--- src/rtl/serial_add_sub_pkg.sv ---
// Shared types for the bit-serial adder/subtractor.
package serial_add_sub_pkg;

    typedef enum logic [1:0] {
        StIdle = 2'd0,
        StRun  = 2'd1,
        StDone = 2'd2
    } state_e;

endpackage

--- src/rtl/full_adder.sv ---
// One-bit full adder cell, shared with the combinational ripple-carry adder.
module full_adder (
    input  logic a,
    input  logic b,
    input  logic cin,
    output logic s,
    output logic cout
);

    assign s    = a ^ b ^ cin;
    assign cout = (a & b) | (a & cin) | (b & cin);

endmodule

--- src/rtl/serial_add_sub.sv ---
// Bit-serial add/subtract: one full-adder cell, WIDTH cycles per operation,
// valid/ready handshakes on both sides.
module serial_add_sub #(
    parameter int unsigned WIDTH = 4
) (
    input  logic             clk,
    input  logic             rst,
    input  logic             in_valid,
    output logic             in_ready,
    input  logic [WIDTH-1:0] a,
    input  logic [WIDTH-1:0] b,
    input  logic             cin,
    input  logic             sub,
    output logic             out_valid,
    input  logic             out_ready,
    output logic [WIDTH-1:0] result,
    output logic             cout
);

    import serial_add_sub_pkg::*;

    localparam int unsigned CW = $clog2(WIDTH) + 1;
    localparam logic [CW-1:0] LastBit = CW'(WIDTH - 1);

    state_e           state;
    logic [WIDTH-1:0] a_sh;
    logic [WIDTH-1:0] b_sh;
    logic             carry;
    logic [CW-1:0]    cnt;
    logic             fa_s;
    logic             fa_cout;
    logic [WIDTH:0]   result_ext;

    full_adder u_full_adder (
        .a    (a_sh[0]),
        .b    (b_sh[0]),
        .cin  (carry),
        .s    (fa_s),
        .cout (fa_cout)
    );

    assign in_ready = (state == StIdle) & ~rst;

    // New sum bit enters at the MSB; widened so WIDTH=1 needs no empty slice.
    assign result_ext = {fa_s, result};

    always_ff @(posedge clk) begin
        if (rst) begin
            state     <= StIdle;
            out_valid <= 1'b0;
            result    <= '0;
            cout      <= 1'b0;
            cnt       <= '0;
            carry     <= 1'b0;
            a_sh      <= '0;
            b_sh      <= '0;
        end else begin
            unique case (state)
                StIdle: begin
                    if (in_valid) begin
                        // Subtraction is a + ~b + ~cin, so cout=1 means no borrow.
                        a_sh  <= a;
                        b_sh  <= sub ? ~b : b;
                        carry <= cin ^ sub;
                        cnt   <= '0;
                        state <= StRun;
                    end
                end
                StRun: begin
                    carry  <= fa_cout;
                    result <= result_ext[WIDTH:1];
                    a_sh   <= a_sh >> 1;
                    b_sh   <= b_sh >> 1;
                    cnt    <= cnt + CW'(1);
                    if (cnt == LastBit) begin
                        state     <= StDone;
                        out_valid <= 1'b1;
                        cout      <= fa_cout;
                    end
                end
                StDone: begin
                    if (out_ready) begin
                        state     <= StIdle;
                        out_valid <= 1'b0;
                    end
                end
                default: begin
                    state     <= StIdle;
                    out_valid <= 1'b0;
                end
            endcase
        end
    end

endmodule
--- config.mk ---
export PLATFORM = sky130hd
export DESIGN_NAME = serial_add_sub
export DESIGN_NICKNAME = d
export VERILOG_FILES = /design/src/rtl/serial_add_sub_pkg.sv /design/src/rtl/full_adder.sv /design/src/rtl/serial_add_sub.sv
export SDC_FILE = /design/constraint.sdc
export NUM_CORES = 1
export LEC_CHECK = 0
export CORE_ASPECT_RATIO = 0.5
export CORE_MARGIN = 1
export CORE_UTILIZATION = 30
export CTS_BUF_LIST = sky130_fd_sc_hd__clkbuf_8
export DETAILED_ROUTE_END_ITERATION = 12
export PLACE_DENSITY = 0.48
export SLEW_MARGIN = 10
export SYNTH_ARGS = -nofsm -noshare
export SYNTH_HDL_FRONTEND = slang
export SYNTH_HIERARCHICAL = 1
export SYNTH_SLANG_ARGS = --single-unit
--- constraint.sdc ---
create_clock -name clk -period 3 [get_ports clk]
set_input_delay 0.6 -clock clk [delete_from_list [all_inputs] [get_ports clk]]
set_output_delay 0.6 -clock clk [all_outputs]
set_load 0.05 [all_outputs]
# Yosys cells after proc, flatten, opt, wreduce, memory -nomap -nowiden
# Index checks and enable logic that the tools add are counted.
# totals
regBits	20
latch_bits	0
ram_bits	0
mem_bits_ro	0
in_bits	14
out_inout_bits	7
wordCells	49
mem_count	0
# op_classes
addsub	1
mul	0
div_mod_pow	0
magnitude_cmp	0
n_eq_ne	6
shifts	0
mux	16
n_bitwise	12
reduce_logical	6
# op_table
cell	n
4-bit one-hot mux with 2 select lines	2
4-bit two-way mux	3
2-bit two-way mux	3
2-bit != test, second input constant	3
2-bit one-hot mux with 3 select lines	1
3-bit one-hot mux with 2 select lines	1
3-bit AND reduction	2
1-bit bitwise AND	4
4-bit inverter	1
2-bit AND reduction	2
3-bit by 1-bit adder with 3-bit output, second input constant	1
3-bit by 2-bit == test with 1-bit output, second input constant	1
1-bit two-way mux	3
3-bit two-way mux	1
1-bit one-hot mux with 3 select lines	1
1-bit bitwise XOR	3
2-bit by 1-bit == test with 1-bit output, second input constant	1
2-bit == test, second input constant	1
2-bit logical NOT	1
1-bit inverter	2
1-bit OR	2
1-bit one-hot mux with 2 select lines	1
2-bit nonzero test	1

# Longest topological paths before layout
# Gate-level depths: netlist of run 1.
# depth
word_depth	4
mapped_depth	5
mapped_depth_nobuf	5

# By module
# Netlist of run 1, hierarchy kept.
# modules_own_cells
mod	n_inst	cells_per_inst	area_per_inst_um2	seq_area_each_um2
serial_add_sub	1	107	932.1	400.4
full_adder	1	1	20.0	0.0

# Worst setup path before layout of run 1
# No wires, ideal clock.
# synth_timing
kind	input to output
start	input port rst
end	output port in_ready
arrival_time_ps	1838
required_ps	2400
slack_ps	562
stages	2
path_buffers	1
cell_sequence	clkbuf_1 > nor3_1
# synth_between
elab_chain_cells	2
# synth_rtl
item	line_no	source
from (decl)	serial_add_sub.sv:7	input logic rst,
1-bit inverter	serial_add_sub.sv:42	assign in_ready = (state == StIdle) & ~rst;
1-bit bitwise AND	serial_add_sub.sv:42	
to (decl)	serial_add_sub.sv:9	output logic in_ready,
# No other way between the ends.

# Worst setup path after layout of run 1
# Same ends and word-level chain as after synthesis.

==> reports/metrics.csv, run 1 <==
metric,value,unit
Slew HR,0.612,
clk root buf,clkbuf_8,
synthesized net count,125,
RR Startpoint,state[1],
Post-CTS Setup Bufs,0,
vias per inst,4.65,
Setup crit end kind,output pin,
Chip Width,81.7,microns
layout cells sized above 1,0.105,
CTS tree,built,
setup total negative slack,0,ns
Worst Setup SP,rst,
ys async rst share,0,
WL final,1960,microns
first-pass GRT wire length,3260,microns
clock latency on the worst-skew pair,0.25,ns
worst vdd ir,0.000225,V
hold_sp,out_valid,
Post-Synthesis Cells,108,
post-cts repair resize count,0,
initial antenna violation count,0,
Placer Congestion,0.687,
Setup-failing EPs final,0,
"CTS clk-pin slew, worst paths",0.07,ns
main area contributors after synthesis,"dfxtp_1 42%, a21oi_1 7.9%, nor2_1 6.3%, a221o_2 4.7%, xnor2_1 4.6%",
worst-path fanout max,2,
Core ar.,3010,sq um
status,completed,
Synth Flop Type,dfxtp_1,
most frequent cells after synthesis,"20 x dfxtp_1, 16 x nor2_1, 15 x a21oi_1, 11 x nand2_1",
post-route ant nets,0,
TritonCTS Buffers,3,
Layout Skew,0.00163,ns
vias in the first global route,726,
DR DRC count,0,
initial drt markers,29,
Lkg Pwr,0.000439,uW
H-tree depth,1,
overall power,556,uW
hold_buf cts,0,
largest area contributor in the netlist,dfxtp_1,
chip height,41.8,microns
worst-path cell chain,clkdlybuf4s50_1 -> nor3_1 -> buf_12,
most numerous cell in the Yosys netlist,dfxtp_1,
Ports,21,
synthesis-stage register bit count,20,
DRT Pass-1 Iters,3,
Port-buffer cells,20,
HP Class,reg -> reg,
cell area power density,460,nW/um^2
syn avg cell area,8.82,sq um
Max Root-Sink Buffers,2,
number of synthesized flops with an enable pin,0,
unrepaired setup endpoints after global routing,false,
num rows,14,
Filler cells,318,
nature of the critical path startpoint,input pin,
Starting Density,0.316,
GR Util All Layers,0.131,
Vias,762,
crit path time final,2.09,ns
number of max-cap violations,0,
Crit path largest cell delay,0.42,ns
Fin. Hold Viols,0,
worst-margin pin slew,0.581,ns
die area,3420,sq um
Synth top area share,0.420,
library cells used by synthesis,29,
"Warnings, synthesis",6,
final slew viol count,0,
critical path class,in -> out,
Post-layout nets,143,
grt ovf,0,
fin crit share,0.696,
hpwl dp,1380,microns
WL/cell,11.9,microns
diode count,0,
WP data required,2.40,ns
critical path's slowest cell,clkdlybuf4s50_1,
Max Fclk,0.479,GHz
Layout area overhead,26.9,%
synthesized area,952,sq um
largest net degree at the start of global routing,20,
CP arrival,1.49,ns
clk sink count,20,
register area share after synthesis,0.420,
[power breakdown]
group | total, uW | switching [uW] | leakage, uW | internal [uW]
sequential | 292 | 12.7 | 0.000163 | 279
clock | 171 | 82.1 | 0.0000216 | 89.2
combinational | 93.3 | 44.5 | 0.000254 | 48.8
[worst max-delay path: cells and delay by family]
family / cells / cell delay, ns
simple gates: 1 / 0.28
buf+inv: 2 / 0.60
[sequential cells by signal (all words and copies together), names as in the netlist]
signal and count:
a_sh 4, b_sh 4, carry 1, cnt 3
cout 1, out_valid 1, result 4, state 2
[final cells by class]
class,count,area [sq um],area share
timing repair buffer,21,218,0.180
tap,40,50.0,0.0414
sequential,20,400,0.331
inverter,5,18.8,0.0155
multi-input combinational,75,480,0.398
clock buffer,3,41.3,0.0342
[cell families after synthesis]
group,after synthesis,synth area share
AND/OR/NAND/NOR,37,0.188
AO/OA/AOI/OAI,28,0.202
flip-flops,20,0.420
buffers and inverters,13,0.0749
XOR/XNOR,5,0.0460
adder cells (fa/ha/maj),3,0.0473
multiplexers,2,0.0210
[final timing paths]
path	to	slack [ns]	depth (start not counted)
worst max-delay path	in_ready	0.91	3
worst min-delay path	out_valid	0.45	2
worst max register to register	b_sh[2]	1.21	3
worst min register to register	out_valid	0.45	2
[metal layers]
metal | up-vias | global-route usage | share of wire
met4 | 0 | 0.0421 | 0.010
met5 | - | 0 | 0
li1 | 406 | - | -
met1 | 345 | 0.167 | 0.54
met2 | 9 | 0.198 | 0.41
met3 | 2 | 0.0549 | 0.044
[metrics by stage]
stage	worst slack [ns]	hold WS [ns]	cells	utilization	cell area, sq um
5_1_grt	0.876	0.480	164	0.401	1210
3_3_place_gp	0.863	0.447	161	0.387	1170
3_5_place_dp	0.839	0.448	161	0.387	1170
2_1_floorplan	0.562	0.453	108	-	952
4_1_cts	0.908	0.457	164	0.401	1210
6_report	0.912	0.453	164	0.401	1210
[cells in the final DEF (no fill, tap or decap), drive strengths merged, types with 2 or more instances in the layout]
master and count:
a21oi 15, a221o 4, buf 2, clkbuf 3, clkdlybuf4s50 19, dfxtp 20
ha 2, inv 5, mux2i 2, nand2 11, nor2 16, nor3 2
o21ai 3, o221a 3, or4b 2, xnor2 5
(Power assumes the default switching activity.)
==> run 2, diff against run 1 <==
Clock period 3 ns to 2.1 ns, I/O delays scaled along.
==> run 2 against run 1 <==
  * Routed wire length is 2.1% higher
  * Critical endpoint unchanged
  * Combinational power up 50%
  * Critical path depth unchanged
  * Count of clock-buffer cells in the layout unchanged
  * Highest routed layer unchanged
==> reports/metrics.csv, run 2 (synthesis gave the netlist of run 1 again) <==
metric,value,unit,change
Fin. Hold Viols,0,,unchanged
Ports,21,,unchanged
initial drt markers,28,,was 29
post-cts repair resize count,0,,unchanged
Place WS,0.226,ns,was 0.839 ns
H-tree depth,1,,unchanged
worst vdd ir,0.000332,V,was 0.000225 V
Chip Width,81.7,microns,unchanged
largest net degree at the start of global routing,16,,was 20
DR DRC count,0,,unchanged
worst-path fanout max,7,,was 2
final setup margin,0.239,ns,was 0.912 ns
Port-buffer cells,20,,unchanged
die area,3420,sq um,unchanged
critical path's top delay family,buffers and inverters,,unchanged
WP data required,1.68,ns,was 2.40 ns
Crit path largest cell delay,0.52,ns,was 0.42 ns
Top Registers,"a_sh x4, b_sh x4, result x4",,unchanged
fin crit share,0.886,,
Max Fclk,0.537,GHz,
CTS tree,built,,unchanged
chip height,41.8,microns,unchanged
worst-path cell chain,clkdlybuf4s50_1 -> nor3_1 -> buf_12,,unchanged
GR Util All Layers,0.136,,was 0.131
final slew viol count,0,,unchanged
Core ar.,3010,sq um,unchanged
critical path class,in -> out,,unchanged
setup total negative slack,0,ns,unchanged
critical path's slowest cell,clkdlybuf4s50_1,,unchanged
reg2reg setup slack,0.54,ns,was 1.21 ns
CP arrival,1.44,ns,was 1.49 ns
hpwl dp,1510,microns,was 1380 microns
Vias,772,,was 762
clock latency on the worst-skew pair,0.25,ns,about the same
final core occ,0.414,,was 0.401
vias per inst,4.57,,was 4.65
initial antenna violation count,0,,unchanged
Lkg Pwr,0.000463,uW,was 0.000439 uW
num rows,14,,unchanged
diode count,0,,unchanged
Placer Congestion,0.679,,was 0.687
crit path time final,1.86,ns,
Layout area overhead,30.9,%,was 26.9%
vias in the first global route,742,,was 726
Layout Skew,0.00327,ns,was 0.00163 ns
Post-CTS Setup Bufs,0,,unchanged
Setup-failing EPs final,0,,unchanged
layout cells sized above 1,0.140,,was 0.105
"CTS clk-pin slew, worst paths",0.07,ns,about the same
most frequent cells in the layout,"20 x dfxtp_1, 19 x clkdlybuf4s50_1, 16 x nor2_1",,unchanged
cell area power density,642,nW/um^2,was 460 nW/um^2
post-route ant nets,0,,unchanged
nature of the critical path startpoint,input pin,,unchanged
Post-layout nets,148,,was 143
number of max-cap violations,0,,unchanged
clk root buf,clkbuf_8,,unchanged
Setup crit end kind,output pin,,unchanged
unrepaired setup endpoints after global routing,false,,unchanged
DRT Pass-1 Iters,4,,was 3
TritonCTS Buffers,3,,unchanged
Critical path buffers and inverters,2,,unchanged
hold_buf cts,0,,unchanged
HP Class,reg -> reg,,unchanged
WL final,2000,microns,was 1960 microns
"commonest non-fill, non-tap cell in the layout",dfxtp_1,,unchanged
Starting Density,0.316,,unchanged
clk sink count,20,,unchanged
Slew HR,0.665,,was 0.612
overall power,799,uW,was 556 uW
grt ovf,0,,unchanged
first-pass GRT wire length,3390,microns,was 3260 microns
Max Root-Sink Buffers,2,,unchanged
WL/cell,11.8,microns,was 11.9 microns
status,completed,,unchanged
worst-margin pin slew,0.501,ns,was 0.581 ns
run 2: path summary, 6_finish.rpt:
path | startpoint | to | cells after the start
max | rst | in_ready | 3
min | result[0] | result[0] | 2
max reg2reg | state[0] | carry | 3
min reg2reg | result[0] | result[0] | 2
run 2: layout make-up:
class,instances,area [sq um]
Fill cell,321,1770
Multi-Input combinational cell,75,480
Sequential cell,20,400
Timing Repair Buffer,26,255
Tap cell,40,50.0
Clock buffer,3,41.3
Inverter,5,18.8
run 2: stage by stage:
stage               std cells  cell area, sq um  hold slack, ns
floorplan                 108               952           0.453
global placement          166              1200           0.443
detailed placement        166              1200           0.445
CTS                       169              1250           0.455
global route              169              1250           0.486
finish                    169              1250           0.454
run 2: per-layer routing:
layer / vias up / GRT usage / wire [microns]
li1: 416 / - / -
met1: 345 / 0.193 / 1110
met2: 9 / 0.192 / 788
met3: 2 / 0.0462 / 77
met4: 0 / 0.0421 / 20
met5: - / 0 / 0
run 2: worst reg2reg max path, stage by stage, from the launching register on:
cell,delay [ns]
dfxtp_1,0.63
o21bai_1,0.25
nor2b_1,0.23
a221o_2,0.34
run 2: power breakdown:
| group | total [uW] | internal, uW | switching, uW |
|---|---|---|---|
| Sequential | 417 | 399 | 18.3 |
| Combinational | 140 | 75.0 | 64.9 |
| Clock | 242 | 127 | 115 |
==> run 3, diff against run 2 <==
Settings changed: CORE_MARGIN 1 to unset.
Clock period 2.1 ns to 1.93 ns, I/O delays scaled along.
==> run 3 against run 2 <==
  * Final cell count did not move
  * Utilization increased by 0.17 points
  * Cell area rose by 0.40%
  * Critical path type is now reg -> out
  * Critical endpoint is now result[3]
  * Largest power group unchanged
  * Highest routed layer unchanged
==> reports/metrics.csv, run 3 (synthesis gave the netlist of run 1 again) <==
metric,value,unit,change
clk root buf,clkbuf_8,,unchanged
"CTS clk-pin slew, worst paths",0.07,ns,about the same
num rows,14,,unchanged
largest net degree at the start of global routing,20,,was 16
Slew HR,0.589,,was 0.665
Post-CTS Setup Bufs,0,,unchanged
critical path class,reg -> out,,was in -> out
hold_buf cts,0,,unchanged
Setup crit end kind,output pin,,unchanged
post-layout instance area,1250,sq um,about the same
Post-layout nets,148,,unchanged
GR Util All Layers,0.125,,was 0.136
Port-buffer cells,20,,unchanged
Starting Density,0.316,,unchanged
Layout Skew,0.00167,ns,was 0.00327 ns
WL final,2010,microns,was 2000 microns
grt ovf,0,,unchanged
die area,3420,sq um,unchanged
clock latency on the worst-skew pair,0.25,ns,about the same
critical path's slowest cell,clkdlybuf4s50_1,,unchanged
fin crit share,0.941,,
Layout area overhead,31.4,%,was 30.9%
final slew viol count,0,,unchanged
H-tree depth,1,,unchanged
met2 routed WL,856,microns,was 788 microns
layout cells sized above 1,0.147,,was 0.140
unrepaired setup endpoints after global routing,false,,unchanged
Chip Width,81.7,microns,unchanged
number of max-cap violations,0,,unchanged
diode count,0,,unchanged
CP arrival,1.43,ns,was 1.44 ns
Max Root-Sink Buffers,2,,unchanged
post-route ant nets,0,,unchanged
WP data required,1.54,ns,was 1.68 ns
Top Registers,"a_sh x4, b_sh x4, result x4",,unchanged
worst-margin pin slew,0.616,ns,was 0.501 ns
worst-path fanout max,3,,was 7
Post-Route M1 WL,1050,microns,was 1110 microns
setup total negative slack,0,ns,unchanged
Vias,788,,was 772
HP Class,reg -> reg,,unchanged
Fin. Hold Viols,0,,unchanged
Max Fclk,0.551,GHz,
Max Used Layer,met4,,unchanged
Crit path largest cell delay,0.82,ns,was 0.52 ns
Place WS,0.148,ns,was 0.226 ns
first-pass GRT wire length,3150,microns,was 3390 microns
chip height,41.8,microns,unchanged
CTS tree,built,,unchanged
Placer Congestion,0.747,,was 0.679
Setup-failing EPs final,0,,unchanged
status,completed,,unchanged
WL/cell,11.9,microns,was 11.8 microns
crit path time final,1.82,ns,
post-cts repair resize count,0,,unchanged
initial antenna violation count,0,,unchanged
Ports,21,,unchanged
"commonest non-fill, non-tap cell in the layout",dfxtp_1,,unchanged
worst vdd ir,0.000365,V,was 0.000332 V
DRT Pass-1 Iters,4,,unchanged
worst-path cell chain,clkdlybuf4s50_1,,was clkdlybuf4s50_1 -> nor3_1 -> buf_12
hpwl dp,1510,microns,about the same
TritonCTS Buffers,3,,unchanged
cell area power density,698,nW/um^2,was 642 nW/um^2
placed inst area,1210,sq um,was 1200 sq um
met3 wire len,82,microns,was 77 microns
Critical path buffers and inverters,1,,was 2
most frequent cells in the layout,"20 x dfxtp_1, 19 x clkdlybuf4s50_1, 16 x nor2_1",,unchanged
Lkg Pwr,0.000465,uW,was 0.000463 uW
initial drt markers,33,,was 28
critical path's top delay family,buffers and inverters,,unchanged
final setup margin,0.114,ns,was 0.239 ns
Core ar.,3010,sq um,unchanged
DR DRC count,0,,unchanged
vias per inst,4.66,,was 4.57
clk sink count,20,,unchanged
vias in the first global route,698,,was 742
nature of the critical path startpoint,register,,was input pin
[run 3: changes by cell type in the layout (fill, tap and decap cells not counted)]
cell / change
nor3_2: +1
nor3_1: -1
[run 3: final cells by class]
type / count / area, sq um
flip-flops and latches: 20 / 400
inverters: 5 / 18.8
well taps: 40 / 50.0
repair buffers: 26 / 255
clock buffers: 3 / 41.3
multi-input cells: 75 / 485
fillers: 316 / 1760
[run 3: stage by stage]
step | utilization | power [uW] | instances | hold WS [ns]
4_1_cts | 0.415 | 881 | 169 | 0.457
2_1_floorplan | - | 552 | 108 | 0.453
3_3_place_gp | 0.402 | 621 | 166 | 0.445
3_5_place_dp | 0.402 | 619 | 166 | 0.447
5_1_grt | 0.415 | 923 | 169 | 0.487
6_report | 0.415 | 874 | 169 | 0.452
[run 3: power by group]
group / total (uW) / switching [uW] / leakage (uW) / internal (uW)
clock network: 264 / 125 / 0.0000216 / 139
logic: 158 / 74.5 / 0.000280 / 83.7
registers: 452 / 17.8 / 0.000163 / 434
[run 3: path summary, 6_finish.rpt]
kind              startpoint        end  slack (ns)  cells past startpoint
setup reg to reg    state[1]      carry        0.33                      3
hold reg to reg         cout       cout        0.45                      2
setup / recovery   result[3]  result[3]        0.11                      1
hold / removal          cout       cout        0.45                      2
[run 3: per-layer routing]
layer	up-vias	GRT usage
met5	-	0
met4	0	0.0211
met3	2	0.0527
met2	12	0.183
met1	356	0.172
li1	418	-
